==> config.mk <==
export PLATFORM = sky130hd
export DESIGN_NAME = add_serial_feeder
export DESIGN_NICKNAME = d
export VERILOG_FILES = /design/src/rtl/add_serial_feeder.sv
export SDC_FILE = /design/constraint.sdc
export NUM_CORES = 1
export LEC_CHECK = 0
export ABC_AREA = 1
export CORE_AREA = 4 4 113 115
export CTS_CLUSTER_DIAMETER = 30
export DETAILED_ROUTE_END_ITERATION = 10
export DIE_AREA = 0 0 117 119
export DONT_BUFFER_PORTS = 1
export GPL_ROUTABILITY_DRIVEN = 1
export PLACE_DENSITY_LB_ADDON = 0.25
export SYNTH_ARGS = -nofsm -noshare
export SYNTH_HDL_FRONTEND = slang
export SYNTH_SLANG_ARGS = --single-unit
==> constraint.sdc <==
create_clock -name i_clk -period 2.2 [get_ports i_clk]
set_input_delay 0.11 -clock i_clk [delete_from_list [all_inputs] [get_ports i_clk]]
set_output_delay 0.11 -clock i_clk [all_outputs]
set_load 0.01 [all_outputs]
==> src/rtl/add_serial_feeder.sv <==
// add_serial_feeder: operand FIFO and sequencer for the add_serial bit-serial adder.
// It buffers operand pairs, performs the en kick/launch handshake, waits out the
// adder latency, and then presents each sum on a valid/ready result port.
// Optional build macro ADD_SERIAL_FEEDER_CHECK_EN: each FIFO entry also holds the
// expected sum, and a sticky o_err flags any capture that does not match it.
//
// state      | meaning
// F_IDLE     | waiting for an operand pair and a free result slot
// F_KICK     | en pulse that moves the adder from DONE back to IDLE
// F_LAUNCH   | en pulse the adder samples together with add_a/add_b
// F_WAIT     | counting down the adder latency
// F_CAPTURE  | latch add_out, pop the FIFO, raise res_valid
module add_serial_feeder #(
  parameter int unsigned      WIDTH       = 8,
  parameter int unsigned      DEPTH       = 4,
  parameter int unsigned      WAIT_CYCLES = 11,
  parameter logic [WIDTH-1:0] A_KEY       = '0,
  parameter logic [WIDTH-1:0] B_KEY       = '0
) (
  input  logic             i_clk,
  input  logic             i_rst,
  input  logic             i_in_valid,
  output logic             o_in_ready,
  input  logic [WIDTH-1:0] i_in_a,
  input  logic [WIDTH-1:0] i_in_b,
  output logic [WIDTH-1:0] o_add_a,
  output logic [WIDTH-1:0] o_add_b,
  output logic             o_add_en,
  input  logic [WIDTH-1:0] i_add_out,
  output logic             o_res_valid,
  input  logic             i_res_ready,
  output logic [WIDTH-1:0] o_res_data,
  output logic             o_busy,
`ifdef ADD_SERIAL_FEEDER_CHECK_EN
  output logic             o_err,
`endif
  output logic [15:0]      o_op_count
);

  localparam int unsigned AW  = $clog2(DEPTH);
  localparam int unsigned CW  = AW + 1;
  localparam int unsigned WCW = $clog2(WAIT_CYCLES + 1);

  typedef enum logic [2:0] {
    F_IDLE    = 3'd0,
    F_KICK    = 3'd1,
    F_LAUNCH  = 3'd2,
    F_WAIT    = 3'd3,
    F_CAPTURE = 3'd4
  } fstate_t;

  fstate_t          r_state;
  logic [WCW-1:0]   r_wait_cnt;
  logic             r_needs_kick;
  logic             r_res_valid;
  logic [WIDTH-1:0] r_res_data;
  logic [15:0]      r_op_count;
  logic [WIDTH-1:0] r_add_a;
  logic [WIDTH-1:0] r_add_b;

  logic [WIDTH-1:0] r_fifo_a [DEPTH];
  logic [WIDTH-1:0] r_fifo_b [DEPTH];
  logic [AW-1:0]    r_wr_ptr;
  logic [AW-1:0]    r_rd_ptr;
  logic [CW-1:0]    r_count;

  logic w_push;
  logic w_pop;
  logic w_fifo_nempty;
  logic w_slot_free;

  assign w_fifo_nempty = (r_count != '0);
  assign o_in_ready    = (r_count != CW'(DEPTH));
  assign w_push        = i_in_valid && o_in_ready;
  assign w_pop         = (r_state == F_CAPTURE);
  // The held result may be leaving on this very edge, so a launch can overlap
  // its consumption without ever having two results outstanding.
  assign w_slot_free   = !r_res_valid || i_res_ready;

  assign o_add_a     = r_add_a;
  assign o_add_b     = r_add_b;
  assign o_add_en    = (r_state == F_KICK) || (r_state == F_LAUNCH);
  assign o_busy      = (r_state != F_IDLE);
  assign o_res_valid = r_res_valid;
  assign o_res_data  = r_res_data;
  assign o_op_count  = r_op_count;

`ifdef ADD_SERIAL_FEEDER_CHECK_EN
  logic [WIDTH-1:0] r_fifo_exp [DEPTH];
  logic             r_err;
  assign o_err = r_err;

  // Expected-sum storage alongside the operands; stale entries are never read.
  always_ff @(posedge i_clk) begin
    if (w_push) r_fifo_exp[r_wr_ptr] <= (i_in_a ^ A_KEY) + (i_in_b ^ B_KEY);
  end
`endif

  // Operand storage; no reset because only occupied entries are ever read.
  always_ff @(posedge i_clk) begin
    if (w_push) begin
      r_fifo_a[r_wr_ptr] <= i_in_a;
      r_fifo_b[r_wr_ptr] <= i_in_b;
    end
  end

  // FIFO pointers and occupancy; pops happen only at capture, never on empty.
  always_ff @(posedge i_clk) begin
    if (!i_rst) begin
      r_wr_ptr <= '0;
      r_rd_ptr <= '0;
      r_count  <= '0;
    end else begin
      if (w_push) r_wr_ptr <= r_wr_ptr + AW'(1);
      if (w_pop)  r_rd_ptr <= r_rd_ptr + AW'(1);
      case ({w_push, w_pop})
        2'b10:   r_count <= r_count + CW'(1);
        2'b01:   r_count <= r_count - CW'(1);
        default: r_count <= r_count;
      endcase
    end
  end

  // Registered copy of the FIFO head driving the adder operand pins.
  always_ff @(posedge i_clk) begin
    if (!i_rst) begin
      r_add_a <= '0;
      r_add_b <= '0;
    end else if (w_fifo_nempty) begin
      r_add_a <= r_fifo_a[r_rd_ptr];
      r_add_b <= r_fifo_b[r_rd_ptr];
    end
  end

  // Sequencer FSM with result register, op counter and kick bookkeeping.
  always_ff @(posedge i_clk) begin
    if (!i_rst) begin
      r_state      <= F_IDLE;
      r_wait_cnt   <= '0;
      r_needs_kick <= 1'b0;
      r_res_valid  <= 1'b0;
      r_res_data   <= '0;
      r_op_count   <= '0;
`ifdef ADD_SERIAL_FEEDER_CHECK_EN
      r_err        <= 1'b0;
`endif
    end else begin
      if (r_res_valid && i_res_ready) r_res_valid <= 1'b0;
      case (r_state)
        F_IDLE: begin
          if (w_fifo_nempty && w_slot_free) r_state <= r_needs_kick ? F_KICK : F_LAUNCH;
        end
        F_KICK: begin
          r_needs_kick <= 1'b0;
          r_state      <= F_LAUNCH;
        end
        F_LAUNCH: begin
          r_wait_cnt <= WCW'(WAIT_CYCLES - 1);
          r_state    <= F_WAIT;
        end
        F_WAIT: begin
          // Leave as the count reaches zero so the capture edge lands exactly
          // WAIT_CYCLES edges after the adder sampled the launch.
          r_wait_cnt <= r_wait_cnt - WCW'(1);
          if (r_wait_cnt <= WCW'(1)) r_state <= F_CAPTURE;
        end
        F_CAPTURE: begin
          r_res_data   <= i_add_out;
          r_res_valid  <= 1'b1;
          r_needs_kick <= 1'b1;
          r_op_count   <= r_op_count + 16'd1;
`ifdef ADD_SERIAL_FEEDER_CHECK_EN
          if (i_add_out != r_fifo_exp[r_rd_ptr]) r_err <= 1'b1;
`endif
          r_state <= F_IDLE;
        end
        default: r_state <= F_IDLE;
      endcase
    end
  end

endmodule

==> impl_metrics.ini <==
[finish]
fin_area_mm2 = 0.005979
fill_cells = 1065
seqCellArea_mm2 = 0.003043
n_antenna_cell = 0
drive_gt1_share_pct = 10.20
area_growth_pct = 23.04
multi_input_area_mm2 = 0.001524
final_nets = 563
final_cell_count_no_fill = 686

[sta]
tightest_slew_ps = 547.4
fmax_mhz = 518.9
period_share_pct = 87.60
slew_violations = 0
min_period_ps = 1927
tns_ps = 0
finClkSkew_ps = 12.91
slew_headroom_pct = 63.46
finalHoldViolations = 0
setup_viol = 0
fin_ws_ps = 272.7
rsz0062_at_grt = no

[critical_path]
timing.rr.start = o_op_count[3]
cp-start-kind = flop
crit_fanout = 8
cp.required_ps = 2550
rr_endpoint = o_op_count[13]
rrSetupSlack_ps = 270
worstSetupPathType = flop to flop
worstPathArrival_ps = 2280
crit_path_end_kind = flop
r2r_cells = 7

[drt]
avgRoutedWirePerCell_um = 14.99
vias = 3442
drc = 0
final_antenna_net_count = 0
drt_iter0_markers = 300
wl_um = 10280
vias_per_cell = 5.017
drt_first_pass_iters = 5

[global_routing]
grt_overflow_total = 0
grt_pass1_wl_um = 16640
first_global_vias = 3263
grt_max_degree = 47
antenna_found_initial = 0
grtUsageTotal_pct = 15.57

[power_and_ir_drop]
finalPower_uw = 6294
switching_share_pct = 25.38
ir_drop_mv = 0.4478
switchingPower_uw = 1598
p_int_uw = 4696
p_leak_uw = 0.002362
power_density_mw_per_mm2 = 1053
power_frac_comb_pct = 10.6
clkPwrFrac_pct = 46.9
pwr-share-seq_pct = 42.5

[cts]
cts_buffers = 17
cts.clk_slew.worst_paths_ps = 60
cts.htree.levels = 4
cts_tree = done
clk_path_buf_depth = 2
clock_latency_ps = 410
root_buffer = clkbuf_16
numClockSinks = 120

[floorplan]
fp-row-count = 40
dieArea_mm2 = 0.01392
num_io_pins = 72
die_h_um = 119
coreArea_mm2 = 0.01181
initial_core_util_pct = 41.14
die_w_um = 117

[synth]
ys_ff_latch = 120
async_reset_ff_share_pct = 0
avgSynthCellArea_um2 = 9.999
synth_edf_count = 64
seq_area_frac_synth_pct = 62.62
synthFlopType = edfxtp_1
ys_types = 33
synth_nets = 523
synth_top_area_share_pct = 39.55
synth_common_cells = nor2_1 (78), edfxtp_1 (64), o21ai_0 (62), inv_1 (57), dfxtp_1 (56)
ys_warn_count = 0
syn_inst = 486
yosysMostFrequentCell = nor2_1
synth_area_mm2 = 0.004860
synth.area.top_cells = edfxtp_1 (40%), dfxtp_1 (23%), o21ai_0 (6.4%), nor2_1 (6.0%), inv_1 (4.4%)
synth_top_area_cell = edfxtp_1

[hold_path]
min_from = i_in_a[0]
hold_path.class = input pin to flop
hold-path-cell-count = 1
hold_end = r_fifo_a[3][0]

[placement]
placed_cells_incl_taps = 625
place_hpwl_um = 6614
place_area_mm2 = 0.005030
port_buffers = 0
pre_cts_slack_ps = 185.9
gp_congestion = 0.8443

[status]
status = finished, final reports clean

[run]
drv_cap = 0
-- worst max path at each step --
stage             startpoint        endpoint  slack, ps
3_3_place_gp      r_count[0]      r_count[2]        210
3_5_place_dp      r_count[0]      r_count[2]        190
2_1_floorplan     r_state[0]      r_count[2]        270
4_1_cts           r_count[0]      r_count[2]        170
6_report       o_op_count[3]  o_op_count[13]        270
5_1_grt           r_count[0]      r_count[2]          7
-- placed cells by master (no fill, tap or decap), types with 2 or more instances in the layout --
cell	synthesis	routed
nor2_1	78	77
edfxtp_1	64	64
o21ai_0	62	62
inv_1	57	57
dfxtp_1	56	56
nand2_1	48	47
dlygate4sd3_1	0	28
a21oi_1	18	18
o21bai_1	17	17
clkbuf_16	0	17
o22ai_1	16	16
nand3_1	9	9
buf_4	1	9
ha_1	8	8
nand4_1	7	7
o21ai_1	7	7
inv_6	0	5
bufinv_16	0	4
nor2_4	3	3
nor2_2	2	3
clkinv_4	0	3
nand2_4	1	2
nand2_2	2	2
nor3_1	2	2
o211ai_1	2	2
-- per-stage QoR --
stage	utilization, %	hold WS (ps)
floorplan	-	208.9
global placement	42.58	209.0
detailed placement	42.58	209.0
CTS	50.54	386.6
global route	50.63	398.6
finish	50.63	405.5
-- flip-flops by register name, summed over array words and instances, names as in the netlist --
| register | flops |
|---|---|
| o_res_valid | 1 |
| r_fifo_a | 32 |
| r_count | 3 |
| r_needs_kick | 1 |
| r_rd_ptr | 2 |
| o_add_b | 8 |
| r_state | 3 |
| r_fifo_b | 32 |
| r_wr_ptr | 2 |
| o_add_a | 8 |
| o_op_count | 16 |
| r_wait_cnt | 4 |
| o_res_data | 8 |
-- cell type report --
type / count / share of cell area, %
Clock buffer: 17 / 7.114
Timing Repair Buffer: 38 / 6.152
Clock inverter: 15 / 3.578
Sequential cell: 120 / 50.89
Multi-Input combinational cell: 290 / 25.49
Tap cell: 147 / 3.076
Inverter: 59 / 3.704
-- power by group through the flow --
stage          Combinational (uW)  Sequential (uW)  Clock (uW)
2_1_floorplan                 478             2690           0
3_3_place_gp                  581             2720           0
3_5_place_dp                  603             2720           0
4_1_cts                       671             2670        3010
5_1_grt                       756             2690        3150
6_report                      668             2670        2950
-- cells by family (layout without fill, tap and decap cells) --
group,Yosys count,after routing,synth area share (%)
AO/OA/AOI/OAI,124,124,14.29
XOR/XNOR,2,2,0.3605
buffers and inverters,76,129,6.231
adder cells (fa/ha/maj),9,9,2.472
AND/OR/NAND/NOR,155,155,14.03
flip-flops,120,120,62.62
-- what timing repair did --
action / CTS / global route
endpoints found under the hold margin: 119 / 0
buffers inserted: 0 / 0
hold buffers: 29 / 0
setup endpoints to repair: 0 / 1
resized for setup: 0 / 3
-- worst max-delay path: stages, from the launching register on --
cell and delay, ps:
dfxtp_1 460, nand2_1 180, nor2_2 330, nand4_2 150
nand2_1 80, nand2_1 40, dlygate4sd3_1 550, nor2_1 90
-- per-layer routing --
metal	vias to the layer above	GRT usage, %	share of wire [%]
met4	0	6.738	0.86
met5	-	0	0
met2	112	25.21	49
met1	1588	18.74	43
li1	1735	-	-
met3	7	5.132	7.1
(Power assumes the default switching activity.)
